[config.mk]
export PLATFORM = sky130hd
export DESIGN_NAME = muldiv_hilo_unit_flat
export DESIGN_NICKNAME = d
export VERILOG_FILES = /design/src/rtl/muldiv_hilo_unit_if.sv /design/src/rtl/muldiv_hilo_unit.sv /design/src/flat_wrapper.sv
export SDC_FILE = /design/constraint.sdc
export NUM_CORES = 1
export LEC_CHECK = 0
export BUFFER_PORTS_ARGS = -buffer_cell sky130_fd_sc_hd__buf_2
export CORE_UTILIZATION = 55
export CTS_CLUSTER_SIZE = 12
export DETAILED_ROUTE_END_ITERATION = 12
export PLACE_DENSITY = 0.74
export SLEW_MARGIN = 30
export SYNTH_ARGS = -nofsm -noshare
export SYNTH_HDL_FRONTEND = slang
export SYNTH_SLANG_ARGS = --single-unit
[constraint.sdc]
create_clock -name clk -period 8.05 [get_ports clk]
set_clock_uncertainty 0.1 [all_clocks]
set_input_delay 0.805 -clock clk [delete_from_list [all_inputs] [get_ports clk]]
set_output_delay 0.805 -clock clk [all_outputs]
set_load 0.01 [all_outputs]
[src/rtl/muldiv_hilo_unit_if.sv]
// Handshake and HI/LO write-port bundle between decode, the mul/div unit and the HI/LO pair.
interface muldiv_hilo_unit_if #(
  parameter int WIDTH = 32
);
  logic             start;
  logic             cancel;
  logic [1:0]       op;
  logic [WIDTH-1:0] a;
  logic [WIDTH-1:0] b;
  logic             busy;
  logic             hi_we;
  logic             lo_we;
  logic [WIDTH-1:0] hi_wdata;
  logic [WIDTH-1:0] lo_wdata;

  modport master (
    output start, cancel, op, a, b,
    input  busy, hi_we, lo_we, hi_wdata, lo_wdata
  );

  modport slave (
    input  start, cancel, op, a, b,
    output busy, hi_we, lo_we, hi_wdata, lo_wdata
  );
endinterface

[src/rtl/muldiv_hilo_unit.sv]
// Iterative MULT/MULTU/DIV/DIVU unit driving the HI/LO write ports.
// Define MULDIV_FAST_MULT_EN to compute multiplies in a single step (IDLE -> DONE).
//
// state | meaning
// IDLE  | waiting for start
// CALC  | one shift-add / restoring-divide iteration per edge
// DONE  | single-cycle HI/LO write pulse
module muldiv_hilo_unit #(
  parameter int WIDTH = 32
) (
  input logic                clk,
  input logic                rst,
  muldiv_hilo_unit_if.slave  bus
);

  localparam int CW = $clog2(WIDTH);
  localparam logic [CW-1:0] LAST = CW'(WIDTH - 1);

  typedef enum logic [1:0] {IDLE, CALC, DONE} state_t;

  state_t             state_q, state_d;
  logic               is_div_q, is_div_d;
  logic               neg_q, neg_d;
  logic               rem_neg_q, rem_neg_d;
  logic               divz_q, divz_d;
  logic [WIDTH-1:0]   a_orig_q, a_orig_d;
  logic [WIDTH-1:0]   opnd_q, opnd_d;
  logic [2*WIDTH-1:0] acc_q, acc_d;
  logic [CW-1:0]      cnt_q, cnt_d;
  logic [WIDTH-1:0]   hi_q, hi_d;
  logic [WIDTH-1:0]   lo_q, lo_d;

  logic               sign_a, sign_b;
  logic [WIDTH-1:0]   abs_a, abs_b;
  logic [WIDTH:0]     mul_sum;
  logic [WIDTH:0]     div_diff;
  logic [2*WIDTH-1:0] mul_next, div_next, step;
  logic [2*WIDTH-1:0] mul_res;
  logic [WIDTH-1:0]   quo, rem, div_lo, div_hi;

  assign sign_a = ~bus.op[0] & bus.a[WIDTH-1];
  assign sign_b = ~bus.op[0] & bus.b[WIDTH-1];
  assign abs_a  = sign_a ? -bus.a : bus.a;
  assign abs_b  = sign_b ? -bus.b : bus.b;

  // Multiply: acc = {partial product, remaining multiplier bits}, shifted right each step.
  assign mul_sum  = {1'b0, acc_q[2*WIDTH-1:WIDTH]} + {1'b0, (acc_q[0] ? opnd_q : {WIDTH{1'b0}})};
  assign mul_next = {mul_sum, acc_q[WIDTH-1:1]};

  // Divide: acc = {partial remainder, dividend/quotient}, shifted left each step.
  assign div_diff = acc_q[2*WIDTH-1:WIDTH-1] - {1'b0, opnd_q};
  assign div_next = div_diff[WIDTH] ? {acc_q[2*WIDTH-2:0], 1'b0}
                                    : {div_diff[WIDTH-1:0], acc_q[WIDTH-2:0], 1'b1};

  assign step    = is_div_q ? div_next : mul_next;
  assign mul_res = neg_q ? -step : step;
  assign quo     = step[WIDTH-1:0];
  assign rem     = step[2*WIDTH-1:WIDTH];
  assign div_lo  = divz_q ? {WIDTH{1'b1}} : (neg_q ? -quo : quo);
  assign div_hi  = divz_q ? a_orig_q : (rem_neg_q ? -rem : rem);

`ifdef MULDIV_FAST_MULT_EN
  logic [2*WIDTH-1:0] a_ext, b_ext, fast_prod;
  // Low 2W bits of the product of sign/zero-extended operands are exact for both signednesses.
  assign a_ext     = bus.op[0] ? {{WIDTH{1'b0}}, bus.a} : {{WIDTH{bus.a[WIDTH-1]}}, bus.a};
  assign b_ext     = bus.op[0] ? {{WIDTH{1'b0}}, bus.b} : {{WIDTH{bus.b[WIDTH-1]}}, bus.b};
  assign fast_prod = a_ext * b_ext;
`endif

  always_comb begin
    state_d   = state_q;
    is_div_d  = is_div_q;
    neg_d     = neg_q;
    rem_neg_d = rem_neg_q;
    divz_d    = divz_q;
    a_orig_d  = a_orig_q;
    opnd_d    = opnd_q;
    acc_d     = acc_q;
    cnt_d     = cnt_q;
    hi_d      = hi_q;
    lo_d      = lo_q;
    case (state_q)
      IDLE: begin
        if (bus.start && !bus.cancel) begin
          is_div_d  = bus.op[1];
          neg_d     = sign_a ^ sign_b;
          rem_neg_d = sign_a;
          divz_d    = bus.op[1] && (bus.b == '0);
          a_orig_d  = bus.a;
          cnt_d     = '0;
          if (bus.op[1]) begin
            acc_d  = {{WIDTH{1'b0}}, abs_a};
            opnd_d = abs_b;
          end else begin
            acc_d  = {{WIDTH{1'b0}}, abs_b};
            opnd_d = abs_a;
          end
          state_d = CALC;
`ifdef MULDIV_FAST_MULT_EN
          if (!bus.op[1]) begin
            {hi_d, lo_d} = fast_prod;
            state_d      = DONE;
          end
`endif
        end
      end
      CALC: begin
        if (bus.cancel) begin
          state_d = IDLE;
        end else begin
          acc_d = step;
          cnt_d = cnt_q + 1'b1;
          if (cnt_q == LAST) begin
            state_d = DONE;
            if (is_div_q) begin
              hi_d = div_hi;
              lo_d = div_lo;
            end else begin
              {hi_d, lo_d} = mul_res;
            end
          end
        end
      end
      DONE:    state_d = IDLE;
      default: state_d = IDLE;
    endcase
  end

  always_ff @(posedge clk or posedge rst) begin
    if (rst) begin
      state_q   <= IDLE;
      is_div_q  <= 1'b0;
      neg_q     <= 1'b0;
      rem_neg_q <= 1'b0;
      divz_q    <= 1'b0;
      a_orig_q  <= '0;
      opnd_q    <= '0;
      acc_q     <= '0;
      cnt_q     <= '0;
      hi_q      <= '0;
      lo_q      <= '0;
    end else begin
      state_q   <= state_d;
      is_div_q  <= is_div_d;
      neg_q     <= neg_d;
      rem_neg_q <= rem_neg_d;
      divz_q    <= divz_d;
      a_orig_q  <= a_orig_d;
      opnd_q    <= opnd_d;
      acc_q     <= acc_d;
      cnt_q     <= cnt_d;
      hi_q      <= hi_d;
      lo_q      <= lo_d;
    end
  end

  assign bus.busy     = (state_q != IDLE);
  assign bus.hi_we    = (state_q == DONE) && !bus.cancel;
  assign bus.lo_we    = (state_q == DONE) && !bus.cancel;
  assign bus.hi_wdata = hi_q;
  assign bus.lo_wdata = lo_q;

endmodule

[src/flat_wrapper.sv]
// flat-port wrapper written by rule: the top's interface ports become plain ports
module muldiv_hilo_unit_flat 
#(
  parameter int WIDTH = 32
)
  (clk, rst, bus_start, bus_cancel, bus_op, bus_a, bus_b, bus_busy, bus_hi_we, bus_lo_we, bus_hi_wdata, bus_lo_wdata);
  muldiv_hilo_unit_if #(.WIDTH(WIDTH)) bus_i ();
  input logic clk;
  input logic rst;
  input wire logic [$bits(bus_i.start)-1:0] bus_start;
  input wire logic [$bits(bus_i.cancel)-1:0] bus_cancel;
  input wire logic [$bits(bus_i.op)-1:0] bus_op;
  input wire logic [$bits(bus_i.a)-1:0] bus_a;
  input wire logic [$bits(bus_i.b)-1:0] bus_b;
  output wire logic [$bits(bus_i.busy)-1:0] bus_busy;
  output wire logic [$bits(bus_i.hi_we)-1:0] bus_hi_we;
  output wire logic [$bits(bus_i.lo_we)-1:0] bus_lo_we;
  output wire logic [$bits(bus_i.hi_wdata)-1:0] bus_hi_wdata;
  output wire logic [$bits(bus_i.lo_wdata)-1:0] bus_lo_wdata;
  assign bus_i.start = bus_start;
  assign bus_i.cancel = bus_cancel;
  assign bus_i.op = bus_op;
  assign bus_i.a = bus_a;
  assign bus_i.b = bus_b;
  assign bus_busy = bus_i.busy;
  assign bus_hi_we = bus_i.hi_we;
  assign bus_lo_we = bus_i.lo_we;
  assign bus_hi_wdata = bus_i.hi_wdata;
  assign bus_lo_wdata = bus_i.lo_wdata;
  muldiv_hilo_unit #(.WIDTH(WIDTH)) u_core (.clk(clk), .rst(rst), .bus(bus_i));
endmodule
# [After elaboration in Yosys (flattened, before gate mapping)]
# Cells that the tools add are included.
[word_totals] wordCells=66 inputBits=70 out_inout_bits=67 ff_bits=203
[op_classes] n_mux=24 reduce_logical=12 n_addsub=8 eq_ne=6 n_bitwise=5
[op_table] operator="2-to-1 mux 32 bit" n=11
[op_table] operator="2-to-1 mux 64 bit" n=5
[op_table] operator="negator 32 bit" n=4
[op_table] operator="one-hot mux 64 bit (2 select lines)" n=1
[op_table] operator="negator 64 bit" n=1
[op_table] operator="adder 32 x 32 -> 33 bit" n=1
[op_table] operator="subtractor 33 x 32 -> 33 bit" n=1
[op_table] operator="logical NOT 32 bit" n=1
[op_table] operator="2-to-1 mux 5 bit" n=2
[op_table] operator="one-hot mux 5 bit (2 select lines)" n=1
[op_table] operator="2-to-1 mux 2 bit" n=3
[op_table] operator="AND reduction 3 bit" n=2
[op_table] operator="adder 5 x 1 -> 5 bit, second input constant" n=1
[op_table] operator="equality test 5 bit, second input constant" n=1
[op_table] operator="one-hot mux 2 bit (2 select lines)" n=1
[op_table] operator="AND reduction 2 bit" n=2
[op_table] operator="nonzero test 2 bit" n=2
[op_table] operator="logical AND 1 bit" n=3
[op_table] operator="inequality test 3 x 2 -> 1 bit, second input constant" n=1
[op_table] operator="AND 1 bit" n=2
[op_table] operator="equality test 2 x 1 -> 1 bit, second input constant" n=1
[op_table] operator="equality test 2 bit, second input constant" n=1
[op_table] operator="logical NOT 2 bit" n=1
[op_table] operator="inequality test 2 x 1 -> 1 bit, second input constant" n=1
[op_table] operator="other kinds (4)" n=5

# [Depth between registers and ports, before layout]
[depth] ltp_word=7 depth_mapped=25 ltp_nobuf=22

# [Worst setup path after synthesis]
# OpenSTA, ideal clock, no wires.
[synth_timing] path_kind="register to register" from="reg u_core.acc_q[31]" to="reg u_core.hi_q[28], in the netlist u_core.bus.hi_wdata[28]" required_ps=7873 slack_ps=2209 path_buffers=3 stages_incl_launch_ff=25 setup_ps=77 synth_period_minus_slack_ps=5841 arrival_time_ps=5665 cell_sequence="dfrtp_1 > inv_1 > ha_1 > fa_1 > nand2b_1 > a21oi_1 > o211ai_2 > nand2_2 > a21oi_4 > xnor2_1 > buf_4 > clkbuf_1 > clkbuf_1 > nor2_1 > a21oi_1 > ha_1 > o21ai_0 > nand2b_1 > or2_2 > nand2b_1 > or3_1 > or2_2 > or3b_1 > mux2_1 > o21ai_1"
[synth_between] elab_chain_cells=7 elab_cells_between_ends=9 cone_classes="add/sub: 3; mux: 6"
[synth_lines] element="start, declared" line="muldiv_hilo_unit.sv:28" rtl="logic [2*WIDTH-1:0] acc_q, acc_d;"
[synth_lines] element="start signal, assigned" line="muldiv_hilo_unit.sv:138" rtl="acc_q <= '0;"
[synth_lines] element="start signal, assigned" line="muldiv_hilo_unit.sv:150" rtl="acc_q <= acc_d;"
[synth_lines] element="subtractor 33 x 32 -> 33 bit" line="muldiv_hilo_unit.sv:51" rtl="assign div_diff = acc_q[2*WIDTH-1:WIDTH-1] - {1'b0, opnd_q};"
[synth_lines] element="2-to-1 mux 64 bit" line="muldiv_hilo_unit.sv:52" rtl="assign div_next = div_diff[WIDTH] ? {acc_q[2*WIDTH-2:0], 1'b0}"
[synth_lines] element="2-to-1 mux 64 bit (*)" line="muldiv_hilo_unit.sv:55" rtl="assign step = is_div_q ? div_next : mul_next;"
[synth_lines] element="negator 32 bit" line="muldiv_hilo_unit.sv:60" rtl="assign div_hi = divz_q ? a_orig_q : (rem_neg_q ? -rem : rem);"
[synth_lines] element="2-to-1 mux 32 bit (2 in a row)" line="muldiv_hilo_unit.sv:60"
[synth_lines] element="2-to-1 mux 32 bit (*)" line="muldiv_hilo_unit.sv:115" rtl="if (is_div_q) begin"
[synth_lines] element="end signal, assigned" line="muldiv_hilo_unit.sv:152" rtl="hi_q <= hi_d;"
[synth_lines] element="end, declared" line="muldiv_hilo_unit.sv:30" rtl="logic [WIDTH-1:0] hi_q, hi_d;"
# Mark *: on every way between the ends. The rest lies on a longest branch, timed or not.
# A chain may end at the register's enable or synchronous reset.

# [Worst setup path in the final report]
[layout_timing] from="reg u_core.acc_q[31]" to="reg u_core.hi_q[24], in the netlist u_core.bus.hi_wdata[24]"
# Same word-level chain as after synthesis.

==> impl_metrics.py <==
metrics = {
    "outcome": {
        "outcome": "complete, no violations",
    },
    "synth": {
        "yosysWarningCount": 0,
        "synth_top_area_share": 0.290,
        "synthesis.instances": 2289,
        "ys_types": 90,
        "ys.flop_type": "dfrtp_1",
        "syn_area_per_cell_um2": 7.65,
        "yosysTopAreaCell": "dfrtp_1",
        "ys_ff_latch": 203,
        "ys_seq_area_frac": 0.290,
        "syn_nets": 2431,
        "synthAdderAreaFrac": 0.0523,
        "synth_compound_area_frac": 0.250,
        "ys_top_cells_by_area": "dfrtp_1 (29%), nand2_1 (7.2%), a21oi_1 (6.2%)",
        "synth_edf_count": 0,
        "async_reset_ff_frac": 1.00,
        "synth_top_family_by_area": "compound AO/OA/AOI/OAI gates",
        "synth_simple_gate_area_frac": 0.224,
        "yosys.area_share.xor_xnor": 0.0955,
        "synthMuxAreaShare": 0.0408,
        "syn_area_um2": 17500,
    },
    "clock_network": {
        "clk_pin_slew_ns": 0.06,
        "cts_hold_buf": 0,
        "cts_root_buf": "clkbuf_16",
        "cts_resized": 0,
        "cts_buffer_depth": 3,
        "post_cts_buffers": 0,
        "cts_made_buffers": 25,
        "cts_tree": "built",
        "insertion_delay_ns": 0.54,
        "h-tree-depth": 1,
        "clock-sinks": 203,
    },
    "routing": {
        "drt_wl_total_um": 67600,
        "drt_iter0_drc": 1938,
        "antenna_left": 0,
        "via_per_inst": 6.57,
        "drcViolationCount": 0,
        "num_vias": 18100,
        "dr.pass1.iters": 6,
        "wl_per_cell_um": 24.6,
    },
    "critical_path": {
        "cpMaxStageDelayCell": "or4_4",
        "required_ns": 8.36,
        "worst-path-max-fanout": 29,
        "path_buf_inv": 3,
        "cp_data_arrival_time_ns": 6.75,
        "cp_slowest_stage_delay_ns": 0.61,
        "critPathLaunchType": "flop",
        "crit_type": "flop to flop",
        "crit_chain": "inv_1, ha_1, fa_1, nand2b_1, a21oi_1, o211ai_2, nand2_2, a21oi_4, buf_4, xnor2_2, buf_4, mux2i_1, mux2i_1, ha_1, o31ai_1, or2_1, or4_4, o41ai_1, mux2_2, a211o_1",
        "cp-end-kind": "flop",
        "critical_path.top_delay_family": "compound AO/OA/AOI/OAI gates",
    },
    "floorplanning": {
        "die_h_um": 180,
        "design.die.area_um2": 32600,
        "start_util": 0.565,
        "core_area_um2": 31000,
        "die_w_um": 180,
        "num_rows": 64,
        "io_pins": 137,
    },
    "grt": {
        "first_global_vias": 17300,
        "antenna_found_initial": 1,
        "grtUsageTotal": 0.413,
        "grt_start_max_net_pins": 140,
        "grt_pass1_wl_um": 103000,
        "gr-total-overflow": 0,
    },
    "power_and_ir_drop": {
        "leakage_uw": 0.00846,
        "power.total_uw": 7130,
        "power.density_nw_per_um2": 372,
        "peakVddDrop_uv": 198,
    },
    "timing": {
        "slew_violations": 0,
        "setup_tns_ns": 0,
        "slew_headroom": 0.276,
        "max_freq_ghz": 0.155,
        "hold_violations": 0,
        "min_period_over_period": 0.799,
        "rsz0062_at_grt": "false",
        "layout_min_cycle_time_ns": 6.43,
        "setup_viol": 0,
        "worst_slew_pin_slew_ns": 1.08,
    },
    "placement": {
        "hpwl_um": 50900,
        "gp_congestion": 1.02,
        "place_area_um2": 18300,
        "portBuffers": 136,
        "dp_cells": 2704,
    },
    "finish": {
        "antennaDiodeCount": 0,
        "design_area_um2": 19200,
        "fill_cells": 2889,
        "multiInputGateArea_um2": 11600,
        "nets": 2477,
        "syn_to_final_growth_pct": 9.62,
        "drive_above_1_share": 0.117,
        "fin_cells": 2749,
        "post-route-util": 0.619,
        "regArea_um2": 5080,
    },
    "hold_path": {
        "hold_class": "primary input to asynchronous set/reset pin",
    },
    "run": {
        "cap_violations": 0,
    },
}
cells in the final DEF (no fill, tap or decap), types with 27 or more instances in the layout:
cell and count:
a21o_1 27, a21oi_1 217, a31oi_1 27, and2_1 47
buf_2 136, dfrtp_1 201, ha_1 70, inv_1 61
mux2i_1 50, nand2_1 335, nand3_1 29, nor2_1 238
nor3_1 50, o211ai_1 33, o21ai_0 177, o31ai_1 30
xnor2_1 111, xor2_1 78
power by group:
part	internal (uW)	switching [uW]	total, uW
Sequential	1220	293	1510
Combinational	1530	2910	4440
Clock	714	468	1180
Total	3460	3680	7130
path summary, 6_finish.rpt:
kind,from,to,slack [ns],cells after the start
max,u_core.acc_q[31],u_core.bus.hi_wdata[24],1.62,20
min in group clk,u_core.bus.hi_wdata[8],u_core.bus.hi_wdata[8],0.38,2
min reg2reg,u_core.bus.hi_wdata[8],u_core.bus.hi_wdata[8],0.38,2
min,rst,u_core.bus.hi_wdata[16],0.26,2
max in group asynchronous,rst,u_core.is_div_q,6.30,3
max reg2reg,u_core.acc_q[31],u_core.bus.hi_wdata[24],1.62,20
Yosys cell counts (all sizes together) (13+ instances only):
cell	n
and3	16
o21ai	185
a31oi	27
a21o	27
or2	15
o211ai	34
xnor2	113
buf	45
mux2	19
mux2i	50
nand2	337
a211oi	19
nor3	51
a21oi	221
o31ai	32
xor2	78
ha	70
a22o	21
inv	62
nand2b	17
or3	18
nor2	239
and2	47
dfrtp	203
clkbuf	98
nor2b	16
a22oi	13
nand3	29
nand4	25
layer usage:
| metal | wire length (um) | share of wire | global-route usage | vias up |
|---|---|---|---|---|
| met5 | 0 | 0 | 0 | - |
| met4 | 5190 | 0.077 | 0.276 | 0 |
| met3 | 5260 | 0.078 | 0.0511 | 229 |
| met2 | 30500 | 0.45 | 0.661 | 937 |
| met1 | 26700 | 0.39 | 0.526 | 8647 |
| li1 | - | - | - | 8242 |
final cells by class:
cell class | instances | share of cell area
well taps | 396 | 0.0258
inverters | 63 | 0.0130
clock buffers | 36 | 0.0374
clock inverters | 9 | 0.00678
repair buffers | 162 | 0.0458
flip-flops and latches | 203 | 0.265
multi-input cells | 1880 | 0.606
state kept, by name, indices dropped and copies added (netlist names):
name / flops
u_core.is_div_q: 1
u_core.neg_q: 1
u_core.rem_neg_q: 1
u_core.divz_q: 1
u_core.bus.hi_wdata: 32
u_core.acc_q: 64
u_core.cnt_q: 5
u_core.a_orig_q: 32
u_core.state_q: 2
u_core.bus.lo_wdata: 32
u_core.opnd_q: 32
logic make-up (layout without fill, tap and decap cells):
kind of cell	Yosys count	count (layout)
simple gates	856	856
compound gates	692	692
buf+inv	206	270
flops	203	203
xor+xnor	191	191
fa+ha+maj	72	72
mux	69	69
through the flow:
step	setup WS, ns	hold slack, ns
floorplan	1.61	0.337
global placement	1.94	0.357
detailed placement	1.88	0.365
CTS	1.83	0.379
global route	1.35	0.325
finish	1.62	0.256
Power figures use the tool's default switching activity.
